### config.mk
export PLATFORM = sky130hd
export DESIGN_NAME = mem_arbiter
export DESIGN_NICKNAME = d
export VERILOG_FILES = /design/src/rtl/mem_arbiter.sv
export SDC_FILE = /design/constraint.sdc
export NUM_CORES = 1
export LEC_CHECK = 0
export BUFFER_PORTS_ARGS = -buffer_cell sky130_fd_sc_hd__buf_2
export CAP_MARGIN = 20
export CELL_PAD_IN_SITES_DETAIL_PLACEMENT = 0
export CELL_PAD_IN_SITES_GLOBAL_PLACEMENT = 2
export CORE_MARGIN = 3
export CORE_UTILIZATION = 25
export DETAILED_ROUTE_END_ITERATION = 12
export PLACE_DENSITY_LB_ADDON = 0.2
export SETUP_SLACK_MARGIN = 0.4
export SLEW_MARGIN = 30
export SYNTH_ARGS = -nofsm -noshare
export SYNTH_HDL_FRONTEND = slang
export SYNTH_SLANG_ARGS = --single-unit
### constraint.sdc
create_clock -name clk -period 4.3 [get_ports clk]
set_clock_uncertainty 0.2 [all_clocks]
set_input_delay 0.43 -clock clk [delete_from_list [all_inputs] [get_ports clk]]
set_output_delay 0.43 -clock clk [all_outputs]
set_load 0.02 [all_outputs]
### src/rtl/mem_arbiter.sv
// Two-port (fetch I / load-store D) arbiter onto one RAM port; D has priority, bounded by a streak limit.
// Latency: strobes 1 cycle after grant, hit is combinational with ram_ready; one IDLE bubble between accesses.
module mem_arbiter #(
    parameter int ADDR_W       = 32,
    parameter int DATA_W       = 32,
    parameter int MAX_D_STREAK = 4,
    parameter int TIMEOUT      = 64
) (
    input  logic              clk,
    input  logic              rst,
    input  logic              iren,
    input  logic [ADDR_W-1:0] iaddr,
    output logic [DATA_W-1:0] idata,
    output logic              ihit,
    input  logic              dren,
    input  logic              dwen,
    input  logic [ADDR_W-1:0] daddr,
    input  logic [DATA_W-1:0] dstore,
    input  logic [1:0]        dwidth,
    output logic [DATA_W-1:0] dload,
    output logic              dhit,
    output logic              ram_ren,
    output logic              ram_wen,
    output logic [ADDR_W-1:0] ram_addr,
    output logic [DATA_W-1:0] ram_wdata,
    output logic [1:0]        ram_width,
    input  logic [DATA_W-1:0] ram_rdata,
    input  logic              ram_ready,
    output logic              err
);

    typedef enum logic [1:0] {
        IDLE  = 2'd0,
        IBUSY = 2'd1,
        DBUSY = 2'd2
    } state_t;

    localparam logic [3:0] STREAK_MAX = 4'(MAX_D_STREAK);
    localparam logic [7:0] TIMER_LAST = 8'(TIMEOUT - 1);

    state_t            state_q;
    state_t            state_d;
    logic [3:0]        streak_q;
    logic [3:0]        streak_d;
    logic [7:0]        timer_q;
    logic [7:0]        timer_d;
    logic              err_d;
    logic              ren_d;
    logic              wen_d;
    logic [ADDR_W-1:0] addr_d;
    logic [DATA_W-1:0] wdata_d;
    logic [1:0]        width_d;
    logic              d_req;
    logic              i_forced;

    assign d_req    = dren | dwen;
    assign i_forced = iren && (streak_q == STREAK_MAX);

    // Hits and read data are pass-through in the completing cycle; zero otherwise.
    assign ihit  = (state_q == IBUSY) && ram_ready;
    assign dhit  = (state_q == DBUSY) && ram_ready;
    assign idata = ihit ? ram_rdata : '0;
    assign dload = dhit ? ram_rdata : '0;

    always_comb begin
        state_d  = state_q;
        streak_d = streak_q;
        timer_d  = timer_q;
        err_d    = err;
        ren_d    = ram_ren;
        wen_d    = ram_wen;
        addr_d   = ram_addr;
        wdata_d  = ram_wdata;
        width_d  = ram_width;

        case (state_q)
            IDLE: begin
                if (d_req && !i_forced) begin
                    state_d = DBUSY;
                    timer_d = '0;
                    addr_d  = daddr;
                    wdata_d = dstore;
                    width_d = dwidth;
                    wen_d   = dwen;
                    ren_d   = !dwen;
                    if (!iren) begin
                        streak_d = '0;
                    end else if (streak_q != STREAK_MAX) begin
                        streak_d = streak_q + 4'd1;
                    end
                end else if (iren) begin
                    state_d  = IBUSY;
                    timer_d  = '0;
                    streak_d = '0;
                    addr_d   = iaddr;
                    width_d  = 2'd2;
                    ren_d    = 1'b1;
                    wen_d    = 1'b0;
                end
            end
            IBUSY, DBUSY: begin
                if (ram_ready) begin
                    state_d = IDLE;
                    ren_d   = 1'b0;
                    wen_d   = 1'b0;
                end else if (timer_q == TIMER_LAST) begin
                    // Abort: the requester retries simply by keeping its level asserted.
                    state_d = IDLE;
                    ren_d   = 1'b0;
                    wen_d   = 1'b0;
                    err_d   = 1'b1;
                end else begin
                    timer_d = timer_q + 8'd1;
                end
            end
            default: begin
                state_d = IDLE;
                ren_d   = 1'b0;
                wen_d   = 1'b0;
            end
        endcase
    end

    always_ff @(posedge clk or posedge rst) begin
        if (rst) begin
            state_q   <= IDLE;
            streak_q  <= '0;
            timer_q   <= '0;
            err       <= 1'b0;
            ram_ren   <= 1'b0;
            ram_wen   <= 1'b0;
            ram_addr  <= '0;
            ram_wdata <= '0;
            ram_width <= '0;
        end else begin
            state_q   <= state_d;
            streak_q  <= streak_d;
            timer_q   <= timer_d;
            err       <= err_d;
            ram_ren   <= ren_d;
            ram_wen   <= wen_d;
            ram_addr  <= addr_d;
            ram_wdata <= wdata_d;
            ram_width <= width_d;
        end
    end

    assert property (@(posedge clk) disable iff (rst) !(ihit && dhit));

endmodule

==> Word level (Yosys, flattened, before mapping) <==
Cells that the tools add are included.
{ "op_classes": {"add_sub_neg": 2, "n_eq_ne": 10, "n_mux": 28, "bitwise_logic": 2, "n_reduce_logical": 16} }
{ "op_table": {"columns": ["cell", "count"], "rows": [
  ["32-bit two-way mux", 4],
  ["8-bit two-way mux", 4],
  ["4-bit two-way mux", 4],
  ["8-bit case mux with 2 select lines", 1],
  ["2-bit two-way mux", 6],
  ["8-bit by 1-bit adder with 8-bit output, second input constant", 1],
  ["8-bit by 6-bit == test with 1-bit output, second input constant", 1],
  ["1-bit two-way mux", 6],
  ["3-bit != test, second input constant", 2],
  ["2-bit AND reduction", 3],
  ["3-bit AND reduction", 2],
  ["4-bit by 1-bit adder with 4-bit output, second input constant", 1],
  ["4-bit by 3-bit == test with 1-bit output, second input constant", 1],
  ["1-bit logical AND", 4],
  ["2-bit != test, second input constant", 2],
  ["4-bit by 3-bit != test with 1-bit output, second input constant", 1],
  ["1-bit case mux with 2 select lines", 2],
  ["2-bit case mux with 2 select lines", 1],
  ["4-bit AND reduction", 1],
  ["2-bit nonzero test", 2],
  ["3-bit by 2-bit != test with 1-bit output, second input constant", 1],
  ["2-bit by 1-bit == test with 1-bit output, second input constant", 1],
  ["2-bit == test, second input constant", 1],
  ["1-bit zero test", 2],
  ["4 further kinds", 4]
]} }
{ "word_totals": {"regBits": 83, "input_bits": 136, "out_inout_bits": 135, "elab_cells": 67} }

==> Longest topological paths before layout <==
{ "depth": {"depth_word": 6, "mapped_depth": 9, "depth_no_buf": 6} }

==> Least setup slack after synthesis <==
OpenSTA, ideal clock, no wires.
{ "synth_path": {"path_kind": "register -> register", "start": "register state_q[0]", "end": "register ram_wen", "setup_ps": 122, "arrival_time_ps": 1571, "required_ps": 3978, "slack_ps": 2407, "stages_incl_launch_ff": 8, "n_path_buf": 1, "synth_period_minus_slack_ps": 1893, "cell_sequence": "dfrtp_1 -> inv_1 -> ha_1 -> nand2b_1 -> a41oi_1 -> buf_2 -> nor2_1 -> a32o_1"} }
{ "synth_between": {"elab_chain_cells": 4, "elab_cells_between_ends": 8, "classes_between": "eq/ne (4); mux (1); reduce/logical (3)"} }
{ "synth_rtl": {"columns": ["item", "line_no", "text"], "rows": [
  ["start: declaration", "41", "state_t state_q;"],
  ["start signal: assignment", "136", "state_q <= state_d;"],
  ["2-bit by 1-bit == test with 1-bit output / 2-bit == test (equally long branches)", "76", "case (state_q)"],
  ["2-bit OR reduction", "76", null],
  ["3-bit != test (no line)", null, null],
  ["2-bit AND reduction (no line)", null, null],
  ["end signal: assignment", "141", "ram_wen <= wen_d;"],
  ["end: declaration", "23", "output logic ram_wen,"]
]} }
Several ways; a longest one is shown, not always the timed one.
A chain may end at the register's enable or synchronous reset.

==> Worst setup path in the final report <==
{ "layout_path": {"start": "register state_q[1]", "end": "output idata[23]"} }
{ "layout_between": {"elab_chain_cells": 3} }
{ "layout_rtl": {"columns": ["item", "line_no", "text"], "rows": [
  ["2-bit by 1-bit == test with 1-bit output", "60", "assign ihit = (state_q == IBUSY) && ram_ready;"],
  ["1-bit logical AND", "60", null],
  ["32-bit two-way mux", "62", "assign idata = ihit ? ram_rdata : '0;"],
  ["end: declaration", "13", "output logic [DATA_W-1:0] idata,"]
]} }
No other way between the ends.

==> summary.txt <==
Status = finished, violations left
Failing checks = negative hold slack
Vias per Instance = 4.39
Clk slew on worst S/H paths = 0.06 ns
Die Span Y = 135 µm
Vias = 3799
Worst Tran Pin Value = 0.934 ns
Routed length per instance = 14.2 µm
Port bufs = 270
Post-synthesis average cell area = 10.6 µm²
Leading post-synthesis cells by cell area = dfrtp_1 50%, and3_1 9.8%, mux2i_1 8.4%
Post-synth ARST share = 1.00
Setup Fix Bufs, Post-CTS = 0
Static Leakage = 0.00345 µW
First-pass DRT Iterations = 4
Row count = 46
Maxcap violations = 0
N_diodes = 0
Worst hold path type = in -> async
Final net count = 786
Commonest non-fill, non-tap cells in the layout = 270 x buf_2, 83 x dfrtp_1, 65 x and3_1, 40 x nand2_1, 35 x mux2i_1
Distinct cells, synth = 33
Startpoint types = register
Clk buf depth = 2
Maximum vdd ir drop = 309 µV
Ports = 271
Synthesized netlist cell count = 392
Yosys Warn Count = 0
CP Capture Type = output port
Pwr/cell area = 683 nW/µm²
Critical path arrival = 2.06 ns
Biggest area consumer among synthesized cells = dfrtp_1
RSZ-0062 raised after global routing = false
Post-DP HPWL = 9320 µm
Number of buffers created by CTS = 9
CP required = 3.67 ns
Endpoints failing hold = 21
CTS tree = done
Slew headroom = 0.369
Maximum fanout along the worst path = 33
Count of final max-slew check failures = 0
Crit Path Category = reg -> out
Share of layout cells above drive strength 1 = 0.502
Initial antenna violation count = 1
Post-synth EDFFs = 0
Setup TNS = 0 ns
FMAX = 372 MHz
Global placer's final weighted congestion = 0.722
Part of the Yosys area used for sequential elements = 0.499
Initial Util = 0.258
Vias in the first global route = 3659
WL final = 12300 µm
Post-Place Worst Slack = 1.59 ns
Total Die Area = 18200 µm²
Later-pin clock latency in the skew report = 0.34 ns
Seq cells post-synth = 83
Mapped cell area = 4160 µm²
Final setup violation count = 0
First-pass GRT wire length = 18700 µm
Maximum number of pins on one net before global-route repair = 68
Total Routing Usage GR = 0.129
Top_reg_cell synth = dfrtp_1
Resized Gates After CTS = 0
Clock Tree Root = clkbuf_16
DR iter-0 viols = 113
Fin crit share = 0.624
Post-Syn Nets = 534
CTS sink count = 83
Cts hold-fix bufs = 0
Total gr overflow = 0
CTS H-tree lvls = 3
Area share of the largest cell type after synthesis = 0.499
Core area = 16100 µm²
Die X = 135 µm
Area growth, synth to finish = 42.7%
Most common cell after layout, fill and taps aside = buf_2
Final worst setup slack = 1.61 ns
Crit path time final = 2.69 ns
Drc violations = 0
Post-DRT Antenna Nets = 0
Worst hold slack = -0.0195 ns
-- logic make-up (layout without fill, tap and decap cells) --
family,count (synthesis),count (layout),share of synthesized area
buf+inv,44,301,0.0550
compound gates,62,62,0.0874
mux,67,67,0.171
simple gates,130,130,0.170
fa+ha+maj,6,6,0.0180
flops,83,83,0.499
-- where the power goes --
| group | leakage (µW) | internal [µW] | switching [µW] |
|---|---|---|---|
| Sequential | 0.00101 | 1140 | 179 |
| Combinational | 0.00229 | 710 | 1230 |
| Clock | 0.000146 | 471 | 332 |
-- flip-flops by register name, summed over array words and instances, names as in the netlist, 2 cells and up --
register	count
state_q	2
ram_addr	32
timer_q	8
ram_width	2
streak_q	4
ram_wdata	32
-- cells in the mapped netlist, drive strengths merged, types with 4 or more instances --
cell type / count
a31oi: 14
and3: 66
buf: 17
clkbuf: 15
dfrtp: 83
ha: 6
inv: 12
mux2: 32
mux2i: 35
nand2: 41
nand2b: 5
nand3: 6
nor2: 4
o21ai: 37
-- final timing paths --
kind | to | depth (start not counted) | start | slack (ns)
worst max-delay path | idata[23] | 4 | state_q[1]$_DFFE_PP0P_ | 1.61
worst min-delay path | ram_wdata[21]$_DFFE_PP0P_ | 2 | rst | -0.02
worst max register to register | timer_q[1]$_DFFE_PP0P_ | 6 | state_q[0]$_DFFE_PP0P_ | 1.65
worst min register to register | ram_addr[24]$_DFFE_PP0P_ | 2 | ram_addr[24]$_DFFE_PP0P_ | 0.27
max in group asynchronous | ram_addr[14]$_DFFE_PP0P_ | 3 | rst | 2.98
min in group clk | ram_wdata[18]$_DFFE_PP0P_ | 2 | dstore[18] | 0.12
-- worst max-delay path, stage by stage, from the launching register on --
cell	delay (ns)
dfrtp_1	0.38
inv_1	0.09
ha_1	0.75
and3_1	0.31
buf_2	0.18
-- routing by layer --
| metal | GRT usage | up-vias | wire length (µm) |
|---|---|---|---|
| li1 | - | 1897 | - |
| met1 | 0.143 | 1688 | 4870 |
| met2 | 0.226 | 197 | 5860 |
| met3 | 0.0522 | 15 | 1400 |
| met4 | 0.0420 | 2 | 170 |
| met5 | 0 | - | 13 |
-- final cells by class --
class,count,area [µm²]
Inverter,12,47.5
Fill cell,1647,10200
Clock inverter,6,71.3
Multi-Input combinational cell,265,1860
Tap cell,216,270
Timing Repair Buffer,273,1370
Clock buffer,10,239
Sequential cell,83,2080
-- metrics by stage --
step	std cells	utilization	hold WS, ns	instance area, µm²	total power [µW]
finish	865	0.369	-0.0195	5940	4060
detailed placement	849	0.349	0.265	5630	3300
CTS	865	0.369	0.0870	5940	4130
floorplan	392	-	0.264	4160	2670
global route	865	0.369	0.0444	5940	4360
global placement	849	0.349	0.257	5630	3290
Power figures use the tool's default switching activity.
